--- config.mk ---
export PLATFORM = sky130hd
export DESIGN_NAME = bigger_or_gate_sync_flat
export DESIGN_NICKNAME = d
export VERILOG_FILES = /design/src/rtl/bigger_or_gate_sync_if.sv /design/src/rtl/bigger_or_gate_sync.sv /design/src/flat_wrapper.sv
export SDC_FILE = /design/constraint.sdc
export NUM_CORES = 1
export LEC_CHECK = 0
export CORE_AREA = 3 3 40 42
export DETAILED_ROUTE_END_ITERATION = 7
export DIE_AREA = 0 0 43 45
export PLACE_DENSITY = 0.67
export SYNTH_ARGS = -nofsm -noshare
export SYNTH_HDL_FRONTEND = slang
export SYNTH_SLANG_ARGS = --single-unit
--- constraint.sdc ---
create_clock -name clk -period 1.1 [get_ports clk]
set_input_delay 0.165 -clock clk [delete_from_list [all_inputs] [get_ports clk]]
set_output_delay 0.165 -clock clk [all_outputs]
set_load 0.02 [all_outputs]
--- src/rtl/bigger_or_gate_sync_if.sv ---
// Signal bundle for bigger_or_gate_sync: OR operands, instant result and clocked side-band.
// BIGGER_OR_GATE_STICKY_EN adds the sticky flag.
interface bigger_or_gate_sync_if #(
  parameter int unsigned CNT_W = 8
);
  logic             in0;
  logic             in1;
  logic             in2;
  logic             out;
  logic             out_q;
  logic             rise;
  logic [CNT_W-1:0] hi_cnt;
`ifdef BIGGER_OR_GATE_STICKY_EN
  logic             sticky;
`endif

  modport master (
    output in0, in1, in2,
`ifdef BIGGER_OR_GATE_STICKY_EN
    input  sticky,
`endif
    input  out, out_q, rise, hi_cnt
  );

  modport slave (
    input  in0, in1, in2,
`ifdef BIGGER_OR_GATE_STICKY_EN
    output sticky,
`endif
    output out, out_q, rise, hi_cnt
  );
endinterface

--- src/rtl/bigger_or_gate_sync.sv ---
// Three-input OR with zero-latency output plus registered copy, rise pulse and saturating high-cycle count.
// Optional sticky flag enabled by BIGGER_OR_GATE_STICKY_EN.
module bigger_or_gate_sync #(
  parameter int unsigned CNT_W = 8
) (
  input logic                  clk,
  input logic                  rst,
  bigger_or_gate_sync_if.slave bus
);
  localparam logic [CNT_W-1:0] CNT_MAX = '1;

  logic             or_val;
  logic             out_q;
  logic             rise;
  logic [CNT_W-1:0] hi_cnt;

  // Plain OR so unmasked X on an input reaches out unresolved
  assign or_val = bus.in0 | bus.in1 | bus.in2;

  always_ff @(posedge clk) begin
    if (rst) begin
      out_q  <= 1'b0;
      rise   <= 1'b0;
      hi_cnt <= '0;
    end else begin
      out_q <= or_val;
      rise  <= or_val & ~out_q;
      if (or_val && (hi_cnt != CNT_MAX))
        hi_cnt <= hi_cnt + 1'b1;
    end
  end

`ifdef BIGGER_OR_GATE_STICKY_EN
  logic sticky;

  always_ff @(posedge clk) begin
    if (rst)
      sticky <= 1'b0;
    else
      sticky <= sticky | or_val;
  end

  assign bus.sticky = sticky;
`endif

  assign bus.out    = or_val;
  assign bus.out_q  = out_q;
  assign bus.rise   = rise;
  assign bus.hi_cnt = hi_cnt;
endmodule

--- src/flat_wrapper.sv ---
// flat-port wrapper written by rule: the top's interface ports become plain ports
module bigger_or_gate_sync_flat 
#(
  parameter int unsigned CNT_W = 8
)
  (clk, rst, bus_in0, bus_in1, bus_in2, bus_out, bus_out_q, bus_rise, bus_hi_cnt);
  bigger_or_gate_sync_if #(.CNT_W(CNT_W)) bus_i ();
  input logic clk;
  input logic rst;
  input wire logic [$bits(bus_i.in0)-1:0] bus_in0;
  input wire logic [$bits(bus_i.in1)-1:0] bus_in1;
  input wire logic [$bits(bus_i.in2)-1:0] bus_in2;
  output wire logic [$bits(bus_i.out)-1:0] bus_out;
  output wire logic [$bits(bus_i.out_q)-1:0] bus_out_q;
  output wire logic [$bits(bus_i.rise)-1:0] bus_rise;
  output wire logic [$bits(bus_i.hi_cnt)-1:0] bus_hi_cnt;
  assign bus_i.in0 = bus_in0;
  assign bus_i.in1 = bus_in1;
  assign bus_i.in2 = bus_in2;
  assign bus_out = bus_i.out;
  assign bus_out_q = bus_i.out_q;
  assign bus_rise = bus_i.rise;
  assign bus_hi_cnt = bus_i.hi_cnt;
  bigger_or_gate_sync #(.CNT_W(CNT_W)) u_core (.clk(clk), .rst(rst), .bus(bus_i));
endmodule
==> results.md, run 1 <==
* Slew headroom at a little under nine tenths
* Ordered cell list for the critical path: ha_4, nand3_4, o21ai_4, mux2i_1, nor2_1
* Drt wl/cell at roughly 14 µm
* Largest family of logic cells by synthesized area: simple AND/OR/NAND/NOR gates
* Final Max Slew Viols at 0
* Worst hold path class: reg2reg
* Core Area at 0.00128 mm²
* Starting Density at between 30% and 40%
* Leakage at 0.323 nW
* Die X at about 43 µm
* Post-Synth Simple-Gate Area at between 20 and 30%
* Failing checks: setup timing
* H-tree levels at 1
* Num rows at 13
* Layout Cells excl Fill at about 90
* Final setup TNS at -0.244 ns
* Sequential fraction of the synthesis area at a little over two fifths
* Clk root buf: clkbuf_4
* Area after DPL at 731 µm²
* Worst Setup Slack, final at -0.0641 ns
* Vias in the first global route at about 440
* Clock latency at the later pin of the worst-skew pair at between 0.2 and 0.3 ns
* Synth Area in Compound Gates at a little under a fifth
* Area growth from synthesis to layout at 67.5%
* Placed cells at 87
* Final Instance Area at slightly below 800 µm²
* Crit Path Max Fanout at 4
* Crit path capture type: register
* Hold Fails Final Rpt at 0
* Worst slew pin tran at 0.223 ns
* Final Cycle Share at 106%
* Most common cell after layout, fill and taps aside: buf_4
* Syn Nets at 55
* First-pass GRT wire length at roughly 1.9 mm
* Sink Count at 10
* Max capacitance violation total at 0
* Die area at about 0.0019 mm²
* Worst Skew at between 0.007 and 0.008 ns
* WP data required at 1.27 ns
* Status: complete, but fails checks
* Iteration-0 DRC Markers at 17
* GR Util All Layers at between 10 and 15%
* Final Setup Violations at 6
* Final Hold Slack at approximately 0.42 ns
* Pre-CTS WS at -0.504 ns
* YS warnings at 0
* XOR/XNOR Fraction of Synth Area at 3.76%
* Syn Area/Cell at about 9.5 µm²
* Yosys reg bits at 10
* Max Freq at 0.859 GHz
* Die height at roughly 45 µm
* Detailed-route vias per instance at approximately 5.2
* Largest net degree at the start of global routing at 8
* Setup repair after global routing missed its margin: yes
* PortBufs at 15
* Worst path slowest cell: dfxtp_4
* Initial antenna violation count at 0
* Worst-case clock buffer depth at 2
* Clock Pin Slew Worst Setup and Hold Paths at roughly 0.070 ns
* Gpl congestion at about 0.84
* Cell variety after synth at 25
* First-pass iteration count of the detailed router at 4
* WS Path Type: reg2reg
* DRC viols at 0
* Fin nets at 84
* Power Density at 1040 mW/mm²
* Max incr delay on CP at between 0.3 and 0.4 ns
* Most frequent cells in the layout: buf_4 (9), nor2_1 (8), buf_2 (6), dfxtp_2 (5), dlygate4sd2_1 (4)
* Post-Synth Adder-Cell Area at ~2.7%
* CTS buffer count at 3
* Ant. Diodes at 0
* Dpl hpwl at a little under 900 µm
* Post-synthesis mux area share at roughly 4.3%
* GRT Residual Overflow at 0
* Io pins at 16
* Post-synthesis instance area at approximately 470 µm²
* Drt total wl at roughly 1.3 mm
* Share of cells above drive strength 1 at about half
* Critical path arrival at between 1 and 1.5 ns
* Post-synthesis cell count at 49
* Max IR drop VDD at a little under 0.7 mV
* DRT antenna net count at 0
* Vias post-DR at around 480
* Crit start category: register
* Min Tclk post-route at 1.16 ns
* CTS tree: done
## per-stage QoR
| stage | utilization (%) | power, mW |
|---|---|---|
| 4_1_cts | 60.7 | 0.817 |
| 3_3_place_gp | 56.9 | 0.555 |
| 2_1_floorplan | - | 0.473 |
| 6_report | 60.7 | 0.812 |
| 3_5_place_dp | 56.9 | 0.558 |
| 5_1_grt | 60.7 | 0.848 |
## path summary, 6_finish.rpt
kind	from	endpoint	slack, ns	cells after the start
hold reg to reg	u_core.bus.out_q$_SDFF_PP0_	u_core.bus.rise$_SDFF_PP0_	0.42	1
hold / removal	u_core.bus.out_q$_SDFF_PP0_	u_core.bus.rise$_SDFF_PP0_	0.42	1
setup reg to reg	u_core.bus.hi_cnt[1]$_SDFFE_PP0P_	u_core.bus.hi_cnt[1]$_SDFFE_PP0P_	-0.06	5
setup / recovery	u_core.bus.hi_cnt[1]$_SDFFE_PP0P_	u_core.bus.hi_cnt[1]$_SDFFE_PP0P_	-0.06	5
## sequential cells by signal, indices dropped and copies added (netlist names)
signal	flops
u_core.bus.hi_cnt	8
u_core.bus.out_q	1
u_core.bus.rise	1
## metal layers
layer	wire length, µm	up-vias	global-route usage, %
met3	69	5	3.98
li1	-	235	-
met2	581	16	21.3
met1	590	219	17.2
met5	0	-	0
met4	37	0	10.8
## logic make-up (layout without fill, tap and decap cells)
family | after synthesis | count (layout)
adders and majority gates | 1 | 1
buffers and inverters | 2 | 30
DFF | 10 | 10
and+or+nand+nor | 21 | 21
muxes | 2 | 2
xor gates and xnor gates | 2 | 2
AOI/OAI and AO/OA | 11 | 11
## Yosys cell counts, drive strengths merged
cell / count / area share, %
dfxtp: 10 / 43
nor2: 9 / 7.8
a211oi: 3 / 4.8
nand3: 3 / 3.2
nor3: 3 / 5.6
mux2i: 2 / 4.3
nand4: 2 / 4.0
o211ai: 2 / 3.2
o21ai: 2 / 3.0
xor2: 2 / 3.8
a21oi: 1 / 1.1
a311oi: 1 / 3.2
and2: 1 / 1.3
and3: 1 / 1.3
clkbuf: 1 / 0.81
ha: 1 / 2.7
inv: 1 / 0.81
nand2: 1 / 0.81
nand2b: 1 / 1.3
o21a: 1 / 1.6
o31a: 1 / 2.2
## layout make-up
type,count,area [µm²]
fillers,132,505
multi-input cells,37,322
flip-flops and latches,10,218
repair buffers,25,191
clock buffers,4,26.3
well taps,15,18.8
inverters,1,3.75
## report_power, final
group          switching (mW)  leakage, nW  internal (mW)
Sequential             0.0211       0.0863          0.380
Clock                   0.126       0.0150          0.140
Combinational          0.0718        0.222         0.0724
## worst max-delay path: cells and delay by family, from the launching register on
family / cells / cell delay, ns
DFF: 1 / 0.37
and+or+nand+nor: 2 / 0.13
muxes: 1 / 0.20
AOI/OAI and AO/OA: 1 / 0.18
adders and majority gates: 1 / 0.17
## timing repair
item | CTS | global route
hold buffers | 0 | 0
gates resized for setup | 37 | 11
pin swaps | 9 | 6
buffers inserted | 1 | 0
endpoints found under the setup margin | 18 | 9
No activity file was read; power rests on OpenSTA's default activity.
==> inputs of run 2 (changes only) <==
- PLACE_DENSITY: 0.67 -> default
- PLACE_DENSITY_LB_ADDON: default -> 0.25
==> run 2 against run 1 <==
The run still ends with setup timing left. Via count decreased by 2.3%. Non-clock buffer count up 1. Fmax is 0.24% higher. Cell count increased by 1.1%. Wire length shrank 14%. Clock skew decreased by 0.0029 ns. Critical endpoint unchanged.
==> results.md, run 2 (synthesis gave the netlist of run 1 again) <==
* Worst Skew at 0.00482 ns (-0.00291 ns)
* Dpl hpwl at 842 µm (-5.8%)
* Status: complete, but fails checks
* Max Freq at 0.861 GHz (+0.24%)
* Comb power frac at 18.2% (+0.4 points)
* Gpl congestion at 0.778 (-7.2%)
* H-tree levels at 1 (unchanged)
* Max IR drop VDD at 0.555 mV (-20%)
* Clk root buf: clkbuf_4
* Worst hold path class: reg2reg
* Crit start category: register
* Pre-CTS WS at -0.515 ns (-0.0104 ns)
* Sw frac at 26.2% (-0.72 points)
* WS Path Type: reg2reg
* Power Density at 1020 mW/mm² (-1.9%)
* Worst slew pin tran at 0.215 ns (-0.00826 ns)
* Ordered cell list for the critical path: ha_4, nand3_4, o21ai_4, mux2i_1, nor2_1
* DRT antenna net count at 0 (unchanged)
* Largest net degree at the start of global routing at 7 (-1)
* Vias in the first global route at 438 (+0.46%)
* Crit path capture type: register
* Final Hold Slack at 0.424 ns (+0.00300 ns)
* Final setup TNS at -0.139 ns (+0.106 ns)
* PortBufs at 15 (unchanged)
* Worst-case clock buffer depth at 2 (unchanged)
* Area after DPL at 723 µm² (-1.0%)
* Min Tclk post-route at 1.16 ns (-0.00280 ns)
* Max reg flops at 8 (unchanged)
* Final Instance Area at 781 µm² (+0.16%)
* Ant. Diodes at 0 (unchanged)
* Core Area at 0.00128 mm² (unchanged)
* Area growth from synthesis to layout at 67.7%
* Initial antenna violation count at 0 (unchanged)
* Share of cells above drive strength 1 at 55.1% (+3.2 points)
* Regs by FF count: u_core.bus.hi_cnt: 8 flops, u_core.bus.out_q: 1 flops, u_core.bus.rise: 1 flops
* Final Cycle Share at 106% (-0.25 points)
* Die X at 43 µm (unchanged)
* Filler instances at 114 (-14%)
* Seq pwr share at 49.4% (about the same)
* Flop2flop setup slack at -0.06 ns (about the same)
* First-pass GRT wire length at 1.78 mm (-8.5%)
* Clock Pin Slew Worst Setup and Hold Paths at 0.06 ns (about the same)
* CTS buffer count at 3 (unchanged)
* Leakage at 0.320 nW (-0.96%)
* Crit Path Max Fanout at 4 (unchanged)
* GR Util All Layers at 13.0% (-1.2 points)
* Max incr delay on CP at 0.37 ns (about the same)
* Drt total wl at 1.10 mm (-14%)
* Clock share of power at 32.4% (-0.4 points)
* Die area at 0.00194 mm² (unchanged)
* Clock latency at the later pin of the worst-skew pair at 0.26 ns (about the same)
* CTS tree: done
* Net Switching at 209 µW (-4.4%)
* Most frequent cells in the layout: buf_4 (11), nor2_1 (8), dfxtp_4 (5), buf_2 (4)
* Reg with most FFs: u_core.bus.hi_cnt
* Fin nets at 85 (+1.2%)
* WP data required at 1.26 ns (about the same)
* Vias post-DR at 464 (-2.3%)
* Slew headroom at 85.6% (+0.41 points)
* Die height at 45 µm (unchanged)
* Worst path slowest cell: dfxtp_4
* Iteration-0 DRC Markers at 4 (-13)
* Setup repair after global routing missed its margin: yes
* Worst Setup Slack, final at -0.0613 ns (+0.00280 ns)
* Max capacitance violation total at 0 (unchanged)
* Io pins at 16 (unchanged)
* DRC viols at 0 (unchanged)
* Detailed-route vias per instance at 4.99 (-3.4%)
* Internal at 588 µW (-0.82%)
* Drt wl/cell at 11.8 µm (-15%)
* Final Setup Violations at 5 (-1)
* First-pass iteration count of the detailed router at 3 (-1)
* Starting Density at 36.2% (unchanged)
* Final Max Slew Viols at 0 (unchanged)
* Hold Fails Final Rpt at 0 (unchanged)
* Num rows at 13 (unchanged)
* GRT Residual Overflow at 0 (unchanged)
* Critical path arrival at 1.32 ns (about the same)
* Most common cell after layout, fill and taps aside: buf_4
* Sink Count at 10 (unchanged)
* Failing checks: setup timing
[run 2: cell count changes in the layout (fill, tap and decap cells not counted), sizes merged]
cell / delta
clkbuf: +2
clkdlybuf4s15: +1
buf: -1
dlygate4sd2: -1
[run 2: cell type report]
| class | count | area, µm² | share of cell area [%] |
|---|---|---|---|
| multi-input combinational | 37 | 312 | 39.9 |
| sequential | 10 | 223 | 28.5 |
| timing repair buffer | 26 | 198 | 25.3 |
| clock buffer | 4 | 26.3 | 3.37 |
| tap | 15 | 18.8 | 2.40 |
| inverter | 1 | 3.75 | 0.481 |
[run 2: stage by stage]
step / cells / power (mW) / util, %
finish: 93 / 0.797 / 60.8
global route: 93 / 0.851 / 60.8
CTS: 91 / 0.811 / 59.1
detailed placement: 86 / 0.554 / 56.3
global placement: 86 / 0.549 / 56.3
floorplan: 49 / 0.473 / -
[run 2: path summary, 6_finish.rpt]
check             depth (start not counted)                                end                              start
setup reg to reg                          5  u_core.bus.hi_cnt[1]$_SDFFE_PP0P_  u_core.bus.hi_cnt[1]$_SDFFE_PP0P_
hold reg to reg                           1         u_core.bus.rise$_SDFF_PP0_        u_core.bus.out_q$_SDFF_PP0_
hold / removal                            1         u_core.bus.rise$_SDFF_PP0_        u_core.bus.out_q$_SDFF_PP0_
setup / recovery                          5  u_core.bus.hi_cnt[1]$_SDFFE_PP0P_  u_core.bus.hi_cnt[1]$_SDFFE_PP0P_
[run 2: what timing repair did]
| action | in CTS | in global routing |
|---|---|---|
| buffers inserted | 1 | 2 |
| hold buffers | 0 | 0 |
| pin swaps | 6 | 5 |
| setup endpoints to repair | 18 | 13 |
| gates resized for setup | 33 | 15 |
[run 2: critical path: cells and delay by family, from the launching register on]
kind                     cells  cell delay (ns)
AO/OA/AOI/OAI                1             0.18
flip-flops                   1             0.37
adder cells (fa/ha/maj)      1             0.17
multiplexers                 1             0.21
AND/OR/NAND/NOR              2             0.13
[run 2: metal layers]
| metal | vias to the layer above | GRT usage [%] | share of wire [%] | wire length [µm] |
|---|---|---|---|---|
| met5 | - | 0 | 0 | 0 |
| met4 | 0 | 10.8 | 3.2 | 35 |
| met3 | 4 | 4.38 | 7.6 | 84 |
| met2 | 13 | 19.2 | 40 | 435 |
| met1 | 206 | 15.1 | 49 | 544 |
| li1 | 241 | - | - | - |
[run 2: power groups by stage]
stage / registers (mW) / logic (mW) / clock network (mW)
6_report: 0.394 / 0.145 / 0.258
5_1_grt: 0.396 / 0.161 / 0.295
4_1_cts: 0.400 / 0.140 / 0.271
3_5_place_dp: 0.409 / 0.145 / 0
3_3_place_gp: 0.408 / 0.141 / 0
2_1_floorplan: 0.429 / 0.0434 / 0
==> inputs of run 3 (changes only) <==
- RECOVER_POWER: default -> 100
- SKIP_CTS_REPAIR_TIMING: default -> 1
==> run 3 against run 2 <==
The run still ends with setup timing left. Clock power hardly changed. Critical path type unchanged. Final area grew 1.3%. Count of clock-buffer cells in the layout unchanged.
==> results.md, run 3 (synthesis gave the netlist of run 1 again) <==
* CTS tree: done
* Internal at 590 µW (+0.36%)
* Final Hold Slack at 0.337 ns (-0.0867 ns)
* Filler instances at 114 (unchanged)
* Clock latency at the later pin of the worst-skew pair at 0.26 ns (about the same)
* Clock Pin Slew Worst Setup and Hold Paths at 0.06 ns (about the same)
* Slew headroom at 82.4% (-3.2 points)
* Hold Fails Final Rpt at 0 (unchanged)
* DRT antenna net count at 0 (unchanged)
* Sink Count at 10 (unchanged)
* Worst Skew at 0.00497 ns (+0.000149 ns)
* Hold EP: u_core.bus.out_q$_SDFF_PP0_
* Status: complete, but fails checks
* PortBufs at 15 (unchanged)
* Seq pwr share at 49.4% (about the same)
* Clock share of power at 32.3% (about the same)
* Critical path arrival at 1.31 ns (about the same)
* Io pins at 16 (unchanged)
* FF-to-FF Start: u_core.bus.hi_cnt[0]$_SDFFE_PP0P_
* Final Instance Area at 791 µm² (+1.3%)
* Max IR drop VDD at 0.581 mV (+4.6%)
* Worst Hold Depth at 4 (+3)
* Ant. Diodes at 0 (unchanged)
* Ordered cell list for the critical path: ha_4, nand3_4, o21ai_4, mux2i_1, nor2_1
* Core Area at 0.00128 mm² (unchanged)
* Crit Path Max Fanout at 4 (unchanged)
* Drt wl/cell at 12.5 µm (+6.0%)
* Die X at 43 µm (unchanged)
* GR Util All Layers at 12.7% (-0.25 points)
* H-tree levels at 1 (unchanged)
* Worst hold path class: in2reg
* Final Cycle Share at 105% (-0.35 points)
* Max reg flops at 8 (unchanged)
* Reg with most FFs: u_core.bus.hi_cnt
* Final Setup Violations at 4 (-1)
* Gpl congestion at 0.778 (unchanged)
* WP data required at 1.26 ns (about the same)
* Most frequent cells in the layout: nor2_1 (8), buf_4 (8), clkbuf_1 (7), dlymetal6s2s_1 (7)
* Die height at 45 µm (unchanged)
* Power Density at 1020 mW/mm² (-0.57%)
* Worst-case clock buffer depth at 2 (unchanged)
* Clk root buf: clkbuf_4
* First-pass GRT wire length at 1.75 mm (-1.6%)
* Crit path capture type: register
* Vias post-DR at 468 (+0.86%)
* Fin nets at 83 (-2.4%)
* Area after DPL at 723 µm² (unchanged)
* RR Endpoint: u_core.bus.hi_cnt[1]$_SDFFE_PP0P_
* Final Max Slew Viols at 0 (unchanged)
* Comb power frac at 18.3% (about the same)
* Power Total at 803 µW (+0.71%)
* Share of cells above drive strength 1 at 42.1% (-13 points)
* Iteration-0 DRC Markers at 4 (unchanged)
* Flop2flop setup slack at -0.06 ns (about the same)
* Num rows at 13 (unchanged)
* Starting Density at 36.2% (unchanged)
* Die area at 0.00194 mm² (unchanged)
* Area growth from synthesis to layout at 69.9%
* Vias in the first global route at 431 (-1.6%)
* Dpl hpwl at 842 µm (unchanged)
* Cell count of the worst reg-to-reg path at 5 (unchanged)
* First-pass iteration count of the detailed router at 4 (+1)
* Leakage at 0.383 nW (+20%)
* Largest net degree at the start of global routing at 7 (unchanged)
* Regs by FF count: u_core.bus.hi_cnt: 8 flops, u_core.bus.out_q: 1 flops, u_core.bus.rise: 1 flops
* Placed cells at 86 (unchanged)
* Setup repair after global routing missed its margin: yes
* Min Tclk post-route at 1.16 ns (-0.00380 ns)
* Max capacitance violation total at 0 (unchanged)
* Initial antenna violation count at 0 (unchanged)
* Detailed-route vias per instance at 5.14 (+3.1%)
* DRC viols at 0 (unchanged)
* Layout Cells excl Fill at 91 (-2.2%)
* Net Switching at 213 µW (+1.7%)
* Crit start category: register
* Failing checks: setup timing
* Max incr delay on CP at 0.37 ns (about the same)
* Hold Crit Start: bus_in0
* Worst slew pin tran at 0.266 ns (+0.0512 ns)
* Max Freq at 0.864 GHz (+0.33%)
* Final setup TNS at -0.119 ns (+0.0197 ns)
* Worst path slowest cell: dfxtp_4
* Sw frac at 26.5% (+0.26 points)
* CTS buffer count at 3 (unchanged)
* GRT Residual Overflow at 0 (unchanged)
* Worst Setup Slack, final at -0.0575 ns (+0.00380 ns)
* Drt total wl at 1.14 mm (+3.7%)
* WS Path Type: reg2reg
## run 3: changes by cell type in the layout (fill, tap and decap cells not counted), sizes merged
| cell | before | now |
|---|---|---|
| dlymetal6s2s | 0 | 7 |
| buf | 15 | 10 |
| clkdlybuf4s15 | 4 | 0 |
| clkbuf | 7 | 10 |
| dlygate4sd2 | 3 | 0 |
| clkdlybuf4s50 | 1 | 0 |
| dlygate4sd3 | 0 | 1 |
## run 3: cell type report
class / count / area [µm²] / area share (%)
Multi-Input combinational cell: 37 / 319 / 40.3
Sequential cell: 10 / 220 / 27.8
Timing Repair Buffer: 24 / 203 / 25.6
Clock buffer: 4 / 26.3 / 3.32
Tap cell: 15 / 18.8 / 2.37
Inverter: 1 / 3.75 / 0.475
## run 3: routing by layer
| metal | wire length [µm] | track usage (%) | vias up |
|---|---|---|---|
| li1 | - | - | 237 |
| met1 | 537 | 15.1 | 212 |
| met2 | 490 | 18.3 | 15 |
| met3 | 78 | 4.38 | 4 |
| met4 | 34 | 10.8 | 0 |
| met5 | 0 | 0 | - |
## run 3: critical path, delay by kind of cell (launching register included)
family / cells / cell delay [ns]
compound gates: 1 / 0.15
fa+ha+maj: 1 / 0.17
flops: 1 / 0.37
mux: 1 / 0.22
simple gates: 2 / 0.14
## run 3: power by group through the flow
| stage | combinational [mW] | sequential, mW | clock (mW) |
|---|---|---|---|
| 2_1_floorplan | 0.0434 | 0.429 | 0 |
| 3_3_place_gp | 0.141 | 0.408 | 0 |
| 3_5_place_dp | 0.145 | 0.409 | 0 |
| 4_1_cts | 0.145 | 0.401 | 0.271 |
| 5_1_grt | 0.161 | 0.399 | 0.295 |
| 6_report | 0.147 | 0.397 | 0.259 |
## run 3: how the worst max path moves through the flow
| stage | start | end | slack [ns] | cells after the start |
|---|---|---|---|---|
| 2_1_floorplan | u_core.bus.hi_cnt[1]$_SDFFE_PP0P_ | u_core.bus.hi_cnt[1]$_SDFFE_PP0P_ | -0.06 | 5 |
| 3_3_place_gp | bus_in1 | bus_out | -0.49 | 4 |
| 3_5_place_dp | bus_in1 | bus_out | -0.51 | 4 |
| 4_1_cts | bus_in1 | bus_out | -0.52 | 4 |
| 5_1_grt | u_core.bus.hi_cnt[0]$_SDFFE_PP0P_ | u_core.bus.hi_cnt[1]$_SDFFE_PP0P_ | -0.12 | 5 |
| 6_report | u_core.bus.hi_cnt[0]$_SDFFE_PP0P_ | u_core.bus.hi_cnt[1]$_SDFFE_PP0P_ | -0.06 | 5 |
## run 3: stage by stage
step | util (%) | setup WS (ns)
3_3_place_gp | 56.3 | -0.487
3_5_place_dp | 56.3 | -0.515
5_1_grt | 61.5 | -0.119
4_1_cts | 58.3 | -0.516
2_1_floorplan | - | -0.0590
6_report | 61.5 | -0.0575
